==> src/rtl/ctrl_pkg.sv <==
`default_nettype none
// ---- ctrl_pkg : encodings shared by the control decode stage ---- rev 1.0 ----

package ctrl_pkg;

  localparam logic [3:0] EXE_NOP = 4'b0000;
  localparam logic [3:0] EXE_MOV = 4'b0001;
  localparam logic [3:0] EXE_ADD = 4'b0010;
  localparam logic [3:0] EXE_ADC = 4'b0011;
  localparam logic [3:0] EXE_SUB = 4'b0100;
  localparam logic [3:0] EXE_SBC = 4'b0101;
  localparam logic [3:0] EXE_AND = 4'b0110;
  localparam logic [3:0] EXE_ORR = 4'b0111;
  localparam logic [3:0] EXE_EOR = 4'b1000;
  localparam logic [3:0] EXE_MVN = 4'b1001;
  localparam logic [3:0] EXE_MUL = 4'b1010;

  localparam logic [1:0] MODE_ALU = 2'b00;
  localparam logic [1:0] MODE_MEM = 2'b01;
  localparam logic [1:0] MODE_BR  = 2'b10;

  typedef enum logic [1:0] {
    RUN      = 2'b00,
    MEM_WAIT = 2'b01,
    MUL_BUSY = 2'b10
  } state_t;

  // Control bundle as held in the output register (all-zero is a bubble).
  typedef struct packed {
    logic [3:0] exe_cmd;
    logic       mem_r_en;
    logic       mem_w_en;
    logic       wb_en;
    logic       s;
    logic       b;
    logic       illegal;
  } ctl_t;

endpackage

`default_nettype wire

==> src/rtl/ctrl_decode.sv <==
`default_nettype none
// ---- ctrl_decode : combinational instruction decode table ---- rev 1.0 ----
// ---- optional multiply decode enabled by macro CTRL_DECODE_MUL_EN        ----

module ctrl_decode
  import ctrl_pkg::*;
(
  input  logic       in_valid,
  input  logic [1:0] mode,
  input  logic [3:0] op_code,
  input  logic       s_in,
  output ctl_t       ctl,
  output logic       is_mem
`ifdef CTRL_DECODE_MUL_EN
  ,
  output logic       is_mul
`endif
);

  always_comb begin
    ctl    = '0;
    is_mem = 1'b0;
`ifdef CTRL_DECODE_MUL_EN
    is_mul = 1'b0;
`endif
    if (in_valid) begin
      case (mode)
        MODE_ALU: begin
          ctl.wb_en = 1'b1;
          ctl.s     = s_in;
          case (op_code)
            4'b0000: ctl.exe_cmd = EXE_AND;
            4'b0001: ctl.exe_cmd = EXE_EOR;
            4'b0010: ctl.exe_cmd = EXE_SUB;
            4'b0100: ctl.exe_cmd = EXE_ADD;
            4'b0101: ctl.exe_cmd = EXE_ADC;
            4'b0110: ctl.exe_cmd = EXE_SBC;
            4'b1100: ctl.exe_cmd = EXE_ORR;
            4'b1101: ctl.exe_cmd = EXE_MOV;
            4'b1111: ctl.exe_cmd = EXE_MVN;
            // Compares reuse the AND/SUB datapath but never write back.
            4'b1000: begin
              ctl.exe_cmd = EXE_AND;
              ctl.wb_en   = 1'b0;
            end
            4'b1010: begin
              ctl.exe_cmd = EXE_SUB;
              ctl.wb_en   = 1'b0;
            end
`ifdef CTRL_DECODE_MUL_EN
            4'b0011: begin
              ctl.exe_cmd = EXE_MUL;
              is_mul      = 1'b1;
            end
`endif
            default: begin
              ctl         = '0;
              ctl.illegal = 1'b1;
            end
          endcase
        end
        MODE_MEM: begin
          ctl.exe_cmd = EXE_ADD;
          is_mem      = 1'b1;
          if (s_in) begin
            ctl.mem_r_en = 1'b1;
            ctl.wb_en    = 1'b1;
          end else begin
            ctl.mem_w_en = 1'b1;
          end
        end
        MODE_BR: begin
          ctl.exe_cmd = EXE_NOP;
          ctl.b       = 1'b1;
          ctl.s       = s_in;
        end
        default: ctl.illegal = 1'b1;
      endcase
    end
  end

endmodule

`default_nettype wire

==> src/rtl/ctrl_decode_stage.sv <==
`default_nettype none
// ---- ctrl_decode_stage : ID/EX control register, stall FSM, mul counter ---- rev 1.0 ----
// ---- optional multiply occupancy enabled by macro CTRL_DECODE_MUL_EN         ----

module ctrl_decode_stage
  import ctrl_pkg::*;
#(
  parameter int EXE_CMD_W = 4,
  parameter int MUL_LAT   = 4,
  parameter int CNT_W     = 4
) (
  input  logic                 clk,
  input  logic                 rst,
  input  logic                 in_valid,
  input  logic [1:0]           mode,
  input  logic [3:0]           op_code,
  input  logic                 s_in,
  input  logic                 hazard,
  input  logic                 flush,
  input  logic                 mem_ready,
  output logic [EXE_CMD_W-1:0] exe_cmd,
  output logic                 mem_r_en,
  output logic                 mem_w_en,
  output logic                 wb_en,
  output logic                 s,
  output logic                 b,
  output logic                 out_valid,
  output logic                 illegal,
  output logic                 stall_out
);

  if (EXE_CMD_W < 4 || MUL_LAT < 2 || MUL_LAT > 15 || (MUL_LAT - 1) >= (1 << CNT_W))
  begin : g_param_check
    $error("ctrl_decode_stage: illegal EXE_CMD_W/MUL_LAT/CNT_W combination");
  end

  ctl_t   dec;
  logic   dec_mem;
  ctl_t   ctl_q, ctl_d;
  logic   valid_q, valid_d;
  state_t state_q, state_d;
  logic   hold;

`ifdef CTRL_DECODE_MUL_EN
  logic             dec_mul;
  logic [CNT_W-1:0] cnt_q, cnt_d;
`endif

  ctrl_decode u_decode (
    .in_valid (in_valid),
    .mode     (mode),
    .op_code  (op_code),
    .s_in     (s_in),
    .ctl      (dec),
    .is_mem   (dec_mem)
`ifdef CTRL_DECODE_MUL_EN
    ,
    .is_mul   (dec_mul)
`endif
  );

  // Hold means the instruction in the output register has not finished yet.
  always_comb begin
    hold = 1'b0;
    if (state_q == MEM_WAIT && !mem_ready) hold = 1'b1;
`ifdef CTRL_DECODE_MUL_EN
    if (state_q == MUL_BUSY && cnt_q != '0) hold = 1'b1;
`endif
  end

  assign stall_out = hazard | hold;

  always_comb begin
    state_d = state_q;
    ctl_d   = ctl_q;
    valid_d = valid_q;
`ifdef CTRL_DECODE_MUL_EN
    cnt_d   = cnt_q;
`endif
    if (flush) begin
      state_d = RUN;
      ctl_d   = '0;
      valid_d = 1'b0;
`ifdef CTRL_DECODE_MUL_EN
      cnt_d   = '0;
`endif
    end else if (hold) begin
`ifdef CTRL_DECODE_MUL_EN
      if (state_q == MUL_BUSY) cnt_d = cnt_q - 1'b1;
`endif
    end else if (hazard || !in_valid) begin
      // Any pending access has completed here, so a bubble also ends it.
      state_d = RUN;
      ctl_d   = '0;
      valid_d = 1'b0;
    end else begin
      state_d = RUN;
      ctl_d   = dec;
      valid_d = 1'b1;
      if (dec_mem) state_d = MEM_WAIT;
`ifdef CTRL_DECODE_MUL_EN
      if (dec_mul) begin
        state_d = MUL_BUSY;
        cnt_d   = CNT_W'(MUL_LAT - 1);
      end
`endif
    end
  end

  always_ff @(posedge clk or posedge rst) begin
    if (rst) begin
      state_q <= RUN;
      ctl_q   <= '0;
      valid_q <= 1'b0;
`ifdef CTRL_DECODE_MUL_EN
      cnt_q   <= '0;
`endif
    end else begin
      state_q <= state_d;
      ctl_q   <= ctl_d;
      valid_q <= valid_d;
`ifdef CTRL_DECODE_MUL_EN
      cnt_q   <= cnt_d;
`endif
    end
  end

  assign exe_cmd   = EXE_CMD_W'(ctl_q.exe_cmd);
  assign mem_r_en  = ctl_q.mem_r_en;
  assign mem_w_en  = ctl_q.mem_w_en;
  assign wb_en     = ctl_q.wb_en;
  assign s         = ctl_q.s;
  assign b         = ctl_q.b;
  assign illegal   = ctl_q.illegal;
  assign out_valid = valid_q;

endmodule

`default_nettype wire

==> config.mk <==
export PLATFORM = sky130hd
export DESIGN_NAME = ctrl_decode_stage
export DESIGN_NICKNAME = d
export VERILOG_FILES = /design/src/rtl/ctrl_pkg.sv /design/src/rtl/ctrl_decode.sv /design/src/rtl/ctrl_decode_stage.sv
export SDC_FILE = /design/constraint.sdc
export NUM_CORES = 1
export LEC_CHECK = 0
export ABC_AREA = 1
export BUFFER_PORTS_ARGS = -buffer_cell sky130_fd_sc_hd__buf_2
export CELL_PAD_IN_SITES_DETAIL_PLACEMENT = 1
export CELL_PAD_IN_SITES_GLOBAL_PLACEMENT = 2
export CORE_MARGIN = 5
export CORE_UTILIZATION = 25
export CTS_CLUSTER_DIAMETER = 50
export DETAILED_ROUTE_END_ITERATION = 8
export HOLD_SLACK_MARGIN = 0.12
export PLACE_DENSITY = 0.81
export SYNTH_ARGS = -nofsm -noshare
export SYNTH_HDL_FRONTEND = slang
export SYNTH_SLANG_ARGS = --single-unit
==> constraint.sdc <==
create_clock -name clk -period 1.75 [get_ports clk]
set_input_delay 0.0875 -clock clk [delete_from_list [all_inputs] [get_ports clk]]
set_output_delay 0.0875 -clock clk [all_outputs]
set_load 0.01 [all_outputs]
-- Word level (Yosys, flattened, before mapping)
Index checks and enable logic that the tools add are counted.
- flip-flop bits (word level): 13
- output and inout port bits: 12
- word-level logic and storage cells: 58
- equality and inequality tests: 14
- mux-type cells: 23
- bitwise operators: 1
- reduce and logical (&&, ||, !) cells: 11
- operator list (kind ; number):
    two-way mux 10 bit ; 4
    case mux 4 bit (9 select lines) ; 1
    == test 4 bit, second input constant ; 5
    == test 4 x 3 -> 1 bit, second input constant ; 3
    two-way mux 1 bit ; 11
    OR reduction 11 bit ; 1
    OR reduction 9 bit ; 1
    case mux 4 bit (2 select lines) ; 1
    case mux 3 bit (2 select lines) ; 1
    OR reduction 2 bit ; 3
    == test 2 x 1 -> 1 bit, second input constant ; 2
    == test 4 x 1 -> 1 bit, second input constant ; 1
    == test 4 x 2 -> 1 bit, second input constant ; 1
    zero test 4 bit ; 1
    two-way mux 2 bit ; 2
    case mux 2 bit (2 select lines) ; 1
    two-way mux 3 bit ; 1
    == test 2 bit, second input constant ; 1
    zero test 1 bit ; 2
    zero test 2 bit ; 1
    inequality test 2 bit, second input constant ; 1
    case mux 1 bit (2 select lines) ; 1
    logical AND 1 bit ; 1
    logical OR 1 bit ; 1
    OR 1 bit ; 1

-- Longest topological paths before layout
Gate-level depths: netlist (run 1).
- depth in word-level cells: 8
- mapped depth: 9
- depth with buffers taken out: 8

-- By module
From an unflattened synthesis (run 1), not the netlist that was laid out.
- cells, all modules: 114
- area total of the unflattened synthesis: 845.8 um^2
- modules (own cells, without submodules) (module ; instances ; cells an instance ; area an instance (um^2) ; seq. area each (um^2)):
    ctrl_decode_stage ; 1 ; 60 ; 556.8 ; 300.3
    ctrl_decode ; 1 ; 54 ; 289.0 ; 0.0

-- Least setup slack after synthesis (run 1)
OpenSTA, ideal clock, no wires.
- path type: reg-to-reg
- start point: register state_q[0]
- end point: register ctl_q, in the netlist mem_w_en
- arrival: 880 ps
- setup slack: 794 ps
- stages on the path, launching flop included: 6
- path buffers: 0
- period minus slack after synthesis: 956 ps
- path through: dfrtp_1 -> nand2_2 -> nand2_1 -> nor2_4 -> nand2_1 -> o21ai_1
- cells in the longest elaborated chain, start to end: 4
- RTL lines (item ; line ; text):
    start, declared ; ctrl_decode_stage.sv:41 ; state_t state_q, state_d;
    start signal, assigned ; ctrl_decode_stage.sv:119 ; state_q <= state_d;
    == test 2 x 1 -> 1 bit ; ctrl_decode_stage.sv:65 ; if (state_q == MEM_WAIT && !mem_ready) hold = 1'b1;
    logical AND 1 bit ; ctrl_decode_stage.sv:65 ;
    two-way mux 1 bit ; ctrl_decode_stage.sv:65 ;
    inequality test 2 bit (no line) ; n/a ;
    end signal, assigned ; ctrl_decode_stage.sv:120 ; ctl_q <= ctl_d;
    end, declared ; ctrl_decode_stage.sv:39 ; ctl_t ctl_q, ctl_d;
Every way passes these cells.
A chain may end at the register's enable or synchronous reset.

-- Worst setup path in the final report (run 1)
- start point: input port flush
- end point: register ctl_q, in the netlist mem_w_en
- cells in the longest elaborated chain, start to end: 1
- elaborated cells between the ends (all ways): 2
- those cells by class: eq/ne (1); mux (1)
- RTL lines (item ; line ; text):
    start, declared ; ctrl_decode_stage.sv:19 ; input logic flush,
    inequality test 2 bit (no line) or two-way mux 10 bit (tied branches) ; n/a ;
Several ways; a longest one is shown, not always the timed one.

==> impl_metrics.toml, run 1 <==
[outcome]
run_status = "completed"

[clock_network]
clk_path_buf_depth = 2
cts_max_level = 1
cts_sinks = 12
cts_root_buf = "clkbuf_4"
insertion_delay_ps = 280
cts_tree = "done"
cts.repair.resized = 0
postCtsHoldBufs = 3
clk_pin_slew_worst_paths_ps = 70
cts_buffers = 3
post_cts_buffers = 0

[timing]
setup_violations = 0
drv_slew = 0
final_hold_viol_count = 0
fin_tns_setup_ps = 0
hold-worst-slack_ps = 121
max_freq_ghz = 0.902
rsz0062_at_grt = "no"
slew_headroom = 0.699
period_share = 0.633
fin_skew_ps = 0.843
tightestPinTransition_ps = 452
fin_crit_ps = 1110

[run]
maxCapViolCount = 0

[logic_synthesis]
syn_area_um2 = 712
yosys-top-cells-count = "nand2_1, inv_1, dfrtp_1, nand3_1"
yosysSeqAreaShare = 0.422
async_flop_share = 1.00
syn_avg_cell_area_um2 = 7.42
synth_nets = 113
synth-seq-cells = 12
yosysWarnings = 0
synth_cells = 96
synthDominantCellAreaShare = 0.422
synthFlopType = "dfrtp_1"
synth_enable_flop_cells = 0
synth_cell_types = 16
synth.most_common_cell = "nand2_1"
ys_top_cells_by_area = "dfrtp_1, nand2_1, inv_1"
synth.largest_area_cell = "dfrtp_1"

[power]
ir_worst_vdd_uv = 385
power_uw = 597
p_per_area_nw_per_um2 = 643
p_leak_uw = 0.000566

[critical_path]
critical-path-top-delay-family = "buffers and inverters"
cp_slowest_stage_delay_ps = 540
rrSetupSlack_ps = 720
cp_common_cell = "nand2_1"
slowest_stage = "dlygate4sd3_1"
r2r_start = "state_q[0]"
cp-endpoint = "mem_w_en"
critical_path_buf_inv_count = 3
required_ps = 1960
reg2reg_to = "b"
cp.depth = 7
path_class = "in2reg"
crit_chain = "dlygate4sd3_1, buf_2, inv_1, nand2_1, nor2_4, nand2_1, o21ai_1"
critPathLaunchType = "input port"
cp_max_fo = 4
cp_data_arrival_time_ps = 1320
ff2ff_path_depth = 4
crit_start = "flush"
cp-end-kind = "register"

[grt]
grt_pass1_wl_mm = 3.12
overflow = 0
grtUsageTotal = 0.0964
grt_max_degree = 13
grt_pass1_vias = 720
antenna_found_initial = 0

[drt]
totalWireLength_mm = 1.79
vias = 691
route.detailed.drc = 0
drtIter0Drc = 36
viasPerCell = 4.40
wl_per_cell_um = 11.4
firstDrtPassIters = 4
detail-route-antenna-nets = 0

[placed_design]
dp_hpwl_mm = 1.45
portBuffers = 24
gp_congestion = 0.769

[hold_path]
hold_path.class = "in2reg"

[final_layout]
area_growth_pct = 30.4
final_util = 0.340
layout-drive-gt1-share = 0.286
fin_nets = 144
n_antenna_cell = 0

[floorplanning]
row_count = 19
initial_core_util = 0.260
die_x_um = 63.4
die_area_um2 = 4020
die_height_um = 63.4
io_pins = 25
coreArea_um2 = 2730
tightest hold or removal path, stage by stage:
cell     delay, ps
buf_2           80
inv_1           40
nand2_2         80
o21ai_0         80
through the flow:
stage	std cells	setup slack (ps)	instance area, um^2
2_1_floorplan	96	794	712
3_3_place_gp	150	759	862
3_5_place_dp	150	721	862
4_1_cts	157	635	928
5_1_grt	157	568	928
6_report	157	642	928
sequential cells by signal (all words and copies together) (netlist names):
register,count
exe_cmd,4
b,1
illegal,1
mem_r_en,1
mem_w_en,1
out_valid,1
s,1
state_q,1
wb_en,1
worst min path at each step:
stage | to | cells past startpoint | slack (ps) | start
after detailed placement | mem_r_en | 2 | 120 | rst
after CTS | state_q[0] | 4 | 120 | mem_ready
final | state_q[0] | 4 | 120 | mem_ready
after global routing | state_q[0] | 4 | 140 | mem_ready
after floorplan | b | 1 | -50 | rst
after global placement | mem_w_en | 2 | 120 | rst
per-layer routing:
layer  wire length, um  track usage  up-vias  part of all wire
met4                42       0.0545        0             0.023
met1               816        0.119      316              0.46
li1                  -            -      357                 -
met3                81       0.0213        4             0.045
met5                 0            0        -                 0
met2               853        0.154       14              0.48
logic make-up after synthesis:
logic type	synth area share
simple gates	0.350
buf+inv	0.0967
flops	0.422
compound gates	0.0615
fa+ha+maj	0.0703
cell usage in the layout, fill, tap and decap left out, types with 2 or more instances in the layout:
cell / n
ha_1: 4
dfrtp_1: 12
buf_2: 24
nor2_1: 5
o21ai_0: 5
nand3_1: 10
nor2_2: 2
nand2_1: 34
inv_1: 14
clkbuf_4: 3
nand2_2: 3
dlygate4sd3_1: 3
report_power, final:
part	internal, uW	total (uW)	switching (uW)
Clock	127	222	95.1
Combinational	35.5	91.2	55.7
Sequential	282	284	2.43
final cells by class:
cell class                 instances  area (um^2)
sequential                        12          300
clock buffer                       4         36.3
inverter                          14         52.6
fill                             362         1810
multi-input combinational         68          343
timing repair buffer              28          158
tap                               31         38.8
(Power assumes the default switching activity.)
==> run 2: changes to the inputs <==
--- a/config.mk
+++ b/config.mk
@@ -10,11 +10,11 @@
 export CELL_PAD_IN_SITES_DETAIL_PLACEMENT = 1
 export CELL_PAD_IN_SITES_GLOBAL_PLACEMENT = 2
 export CORE_MARGIN = 5
-export CORE_UTILIZATION = 25
+export CORE_UTILIZATION = 23
 export CTS_CLUSTER_DIAMETER = 50
 export DETAILED_ROUTE_END_ITERATION = 8
 export HOLD_SLACK_MARGIN = 0.12
-export PLACE_DENSITY = 0.81
+export PLACE_DENSITY = 0.79
 export SYNTH_ARGS = -nofsm -noshare
 export SYNTH_HDL_FRONTEND = slang
 export SYNTH_SLANG_ARGS = --single-unit
==> constraint.sdc (replaced) <==
create_clock -name clk -period 1 [get_ports clk]
set_input_delay 0.05 -clock clk [delete_from_list [all_inputs] [get_ports clk]]
set_output_delay 0.05 -clock clk [all_outputs]
set_load 0.01 [all_outputs]
==> impl_metrics.toml, run 2 (synthesis gave the netlist of run 1 again) <==
[timing]
slew_headroom = 0.689
setup_violations = 2
drv_slew = 0
fin_ws_ps = -42.3
tightestPinTransition_ps = 466
fin_skew_ps = 10.0
hold-worst-slack_ps = 113
final_hold_viol_count = 0
rsz0062_at_grt = "yes"
period_share = 1.04
max_freq_ghz = 0.959
fin_crit_ps = 1040

[power]
ir_worst_vdd_uv = 266
power_uw = 1080
p_per_area_nw_per_um2 = 1100
p_leak_uw = 0.000587

[final_layout]
area_growth_pct = 37.4
fin_nets = 144
largest_reg_flops = 4
layout.cells.non_filler = 159
final_cell_mix = "nand2_1, buf_2, inv_1"
layout_commonest_cell = "nand2_1"
n_antenna_cell = 0
layout-drive-gt1-share = 0.317

[grt]
grt_max_degree = 13
grt_pass1_vias = 720
overflow = 0
grtUsageTotal = 0.0987
grt_pass1_wl_mm = 3.36
antenna_found_initial = 0

[critical_path]
cp_data_arrival_time_ps = 990
cp-end-kind = "primary output"
cp_max_fo = 4
path_class = "reg2out"
crit_start = "state_q[0]"
required_ps = 950
r2r_start = "state_q[0]"
critPathLaunchType = "register"
rrSetupSlack_ps = -10

[hold_path]
hold_path.class = "in2reg"
min_from = "op_code[2]"

[clock_network]
cts_root_buf = "clkbuf_4"
insertion_delay_ps = 280
cts_max_level = 1
cts_sinks = 12
cts_buffers = 3
clk_pin_slew_worst_paths_ps = 90
cts_tree = "done"
clk_path_buf_depth = 2

[floorplanning]
row_count = 20
die_height_um = 65.6
die_area_um2 = 4310
coreArea_um2 = 3000
initial_core_util = 0.237
io_pins = 25
die_x_um = 65.6

[drt]
route.detailed.drc = 0
drtIter0Drc = 24
viasPerCell = 4.38
totalWireLength_mm = 2.02
wl_per_cell_um = 12.7
vias = 697
detail-route-antenna-nets = 0
firstDrtPassIters = 3

[placed_design]
post-place-ws_ps = -303
portBuffers = 24
gp_congestion = 0.835
dp.cells = 152
dp_hpwl_mm = 1.52

[outcome]
run_status = "finished, violations left"
violations = "setup timing"

[run]
maxCapViolCount = 0
run 2: metrics by stage:
step	setup TNS, ps	utilization	area, um^2
floorplan	0	-	712
CTS	-48.0	0.324	972
global route	-632	0.326	978
finish	-49.1	0.326	978
detailed placement	-2930	0.288	865
global placement	-2030	0.288	865
run 2: cell type report:
cell class / count / area (um^2)
fillers: 385 / 2020
flip-flops and latches: 12 / 300
multi-input cells: 68 / 382
well taps: 33 / 41.3
inverters: 14 / 52.6
clock buffers: 4 / 36.3
repair buffers: 28 / 166
run 2: repair_timing:
| action | 4_1_cts | 5_1_grt |
|---|---|---|
| hold buffers | 3 | 0 |
| setup buffers | 0 | 0 |
| pin swaps | 2 | 2 |
| setup endpoints to repair | 12 | 13 |
| gates cloned | 0 | 0 |
| gates resized for setup | 9 | 2 |
| endpoints found under the hold margin | 18 | 0 |
run 2: metal layers:
metal / part of all wire / track usage
met1: 0.45 / 0.124
met2: 0.54 / 0.179
met3: 0.016 / 0.0103
met4: 0 / 0.0233
met5: 0 / 0
run 2: worst max-delay path, stage by stage, from the launching register on:
cell	delay, ps
dfrtp_1	410
nand2_4	120
nand2_4	70
buf_6	120
run 2: worst paths after layout:
check	to	cells past startpoint
max in group asynchronous	exe_cmd[0]	3
min	exe_cmd[2]	4
min in group asynchronous	out_valid	3
max reg2reg	exe_cmd[3]	5
max	stall_out	3
min reg2reg	s	2
run 2: where the power goes:
| group | leakage [uW] | internal [uW] | total, uW | switching [uW] |
|---|---|---|---|---|
| Clock | 0.0000210 | 221 | 398 | 177 |
| Combinational | 0.000400 | 70.0 | 180 | 110 |
| Sequential | 0.000166 | 493 | 498 | 4.95 |
| Total | 0.000587 | 784 | 1080 | 292 |
==> run 3: changes to the inputs <==
--- a/config.mk
+++ b/config.mk
@@ -7,14 +7,13 @@
 export LEC_CHECK = 0
 export ABC_AREA = 1
 export BUFFER_PORTS_ARGS = -buffer_cell sky130_fd_sc_hd__buf_2
-export CELL_PAD_IN_SITES_DETAIL_PLACEMENT = 1
-export CELL_PAD_IN_SITES_GLOBAL_PLACEMENT = 2
+export CAP_MARGIN = 5
 export CORE_MARGIN = 5
-export CORE_UTILIZATION = 23
+export CORE_UTILIZATION = 25
 export CTS_CLUSTER_DIAMETER = 50
 export DETAILED_ROUTE_END_ITERATION = 8
 export HOLD_SLACK_MARGIN = 0.12
-export PLACE_DENSITY = 0.79
+export PLACE_DENSITY = 0.53
 export SYNTH_ARGS = -nofsm -noshare
 export SYNTH_HDL_FRONTEND = slang
 export SYNTH_SLANG_ARGS = --single-unit
==> impl_metrics.toml, run 3 (synthesis gave the netlist of run 1 again) <==
[placed_design]
dp_hpwl_mm = 1.36
gp_congestion = 0.800
post-place-ws_ps = 7.20
dp.cells = 151
portBuffers = 24

[final_layout]
multiInputGateArea_um2 = 373
layout.cells.non_filler = 160
fillers = 296
fin_nets = 147
largest_reg_flops = 4
layout_commonest_cell = "nand2_1"
regArea_um2 = 300
area_growth_pct = 39.0
final_cell_mix = "nand2_1, buf_2, inv_1"
layout-drive-gt1-share = 0.341
n_antenna_cell = 0

[drt]
drtIter0Drc = 22
vias = 706
detail-route-antenna-nets = 0
viasPerCell = 4.41
firstDrtPassIters = 4
totalWireLength_mm = 1.86
route.detailed.drc = 0
wl_per_cell_um = 11.6

[clock_network]
insertion_delay_ps = 280
cts_root_buf = "clkbuf_4"
cts_buffers = 3
clk_path_buf_depth = 2
cts_max_level = 1
cts_sinks = 12
cts_tree = "done"
clk_pin_slew_worst_paths_ps = 80

[outcome]
violations = "setup timing"
run_status = "finished, violations left"

[floorplanning]
coreArea_um2 = 2730
row_count = 19
die_x_um = 63.4
initial_core_util = 0.260
die_area_um2 = 4020
io_pins = 25
die_height_um = 63.4

[grt]
top_usage_layer = "met2"
use_met3 = 0.0266
grt_max_degree = 13
overflow = 0
grt_pass1_vias = 706
antenna_found_initial = 0
grt_pass1_wl_mm = 3.13
grt_util_met2 = 0.148
grtUsageTotal = 0.0959
grtUsageMet1 = 0.121

[timing]
fin_tns_setup_ps = -94.9
drv_slew = 0
tightestPinTransition_ps = 470
fin_crit_ps = 1040
period_share = 1.04
max_freq_ghz = 0.957
rsz0062_at_grt = "yes"
fin_ws_ps = -45.0
hold-worst-slack_ps = 122
slew_headroom = 0.687
setup_violations = 4
fin_skew_ps = 2.01
final_hold_viol_count = 0

[run]
maxCapViolCount = 0

[critical_path]
rrSetupSlack_ps = -40
crit_start = "state_q[0]"
path_class = "reg2out"
cp-end-kind = "primary output"
ff2ff_path_depth = 4
cp_max_fo = 4
required_ps = 950
cp-endpoint = "stall_out"
reg2reg_to = "b"
r2r_start = "state_q[0]"
cp_data_arrival_time_ps = 990
critPathLaunchType = "register"

[power]
ir_worst_vdd_uv = 640
power_uw = 1080
p_per_area_nw_per_um2 = 1100
p_leak_uw = 0.000590

[hold_path]
hold_path.class = "in2reg"
[run 3: how the worst min path moves through the flow]
| stage | slack (ps) | end | start | cells past startpoint |
|---|---|---|---|---|
| after floorplan | -90 | b | rst | 1 |
| after global placement | 80 | out_valid | rst | 2 |
| after detailed placement | 90 | mem_w_en | rst | 2 |
| after CTS | 110 | state_q[0] | mem_ready | 4 |
| after global routing | 130 | out_valid | hazard | 4 |
| final | 120 | out_valid | hazard | 4 |
[run 3: through the flow]
stage / area [um^2] / util
detailed placement: 870 / 0.318
global route: 990 / 0.362
global placement: 870 / 0.318
finish: 990 / 0.362
CTS: 960 / 0.351
floorplan: 712 / -
[run 3: cell type report]
cell class	count	area share
Clock buffer	4	0.0367
Inverter	14	0.0531
Multi-Input combinational cell	68	0.377
Sequential cell	12	0.303
Tap cell	31	0.0392
Timing Repair Buffer	31	0.191
[run 3: critical path, stage by stage, from the launching register on]
cell and delay [ps]:
dfrtp_1 380, nand2_2 120, nand2_4 80, buf_6 120
[run 3: timing repair]
item | in CTS | in global routing
buffers inserted | 0 | 1
endpoints found under the hold margin | 19 | 0
hold buffers | 4 | 0
pin swaps | 2 | 1
gates resized for setup | 3 | 7
gates cloned | 0 | 0
endpoints found under the setup margin | 3 | 11
[run 3: report_power, final]
part           switching, uW  leakage, uW  internal [uW]
sequential              4.85     0.000166            493
combinational            105     0.000403           70.2
clock                    189    0.0000210            222
[run 3: per-layer routing]
metal / vias up / wire, um
li1: 360 / -
met1: 327 / 835
met2: 14 / 888
met3: 5 / 93
met4: 0 / 38
met5: - / 0
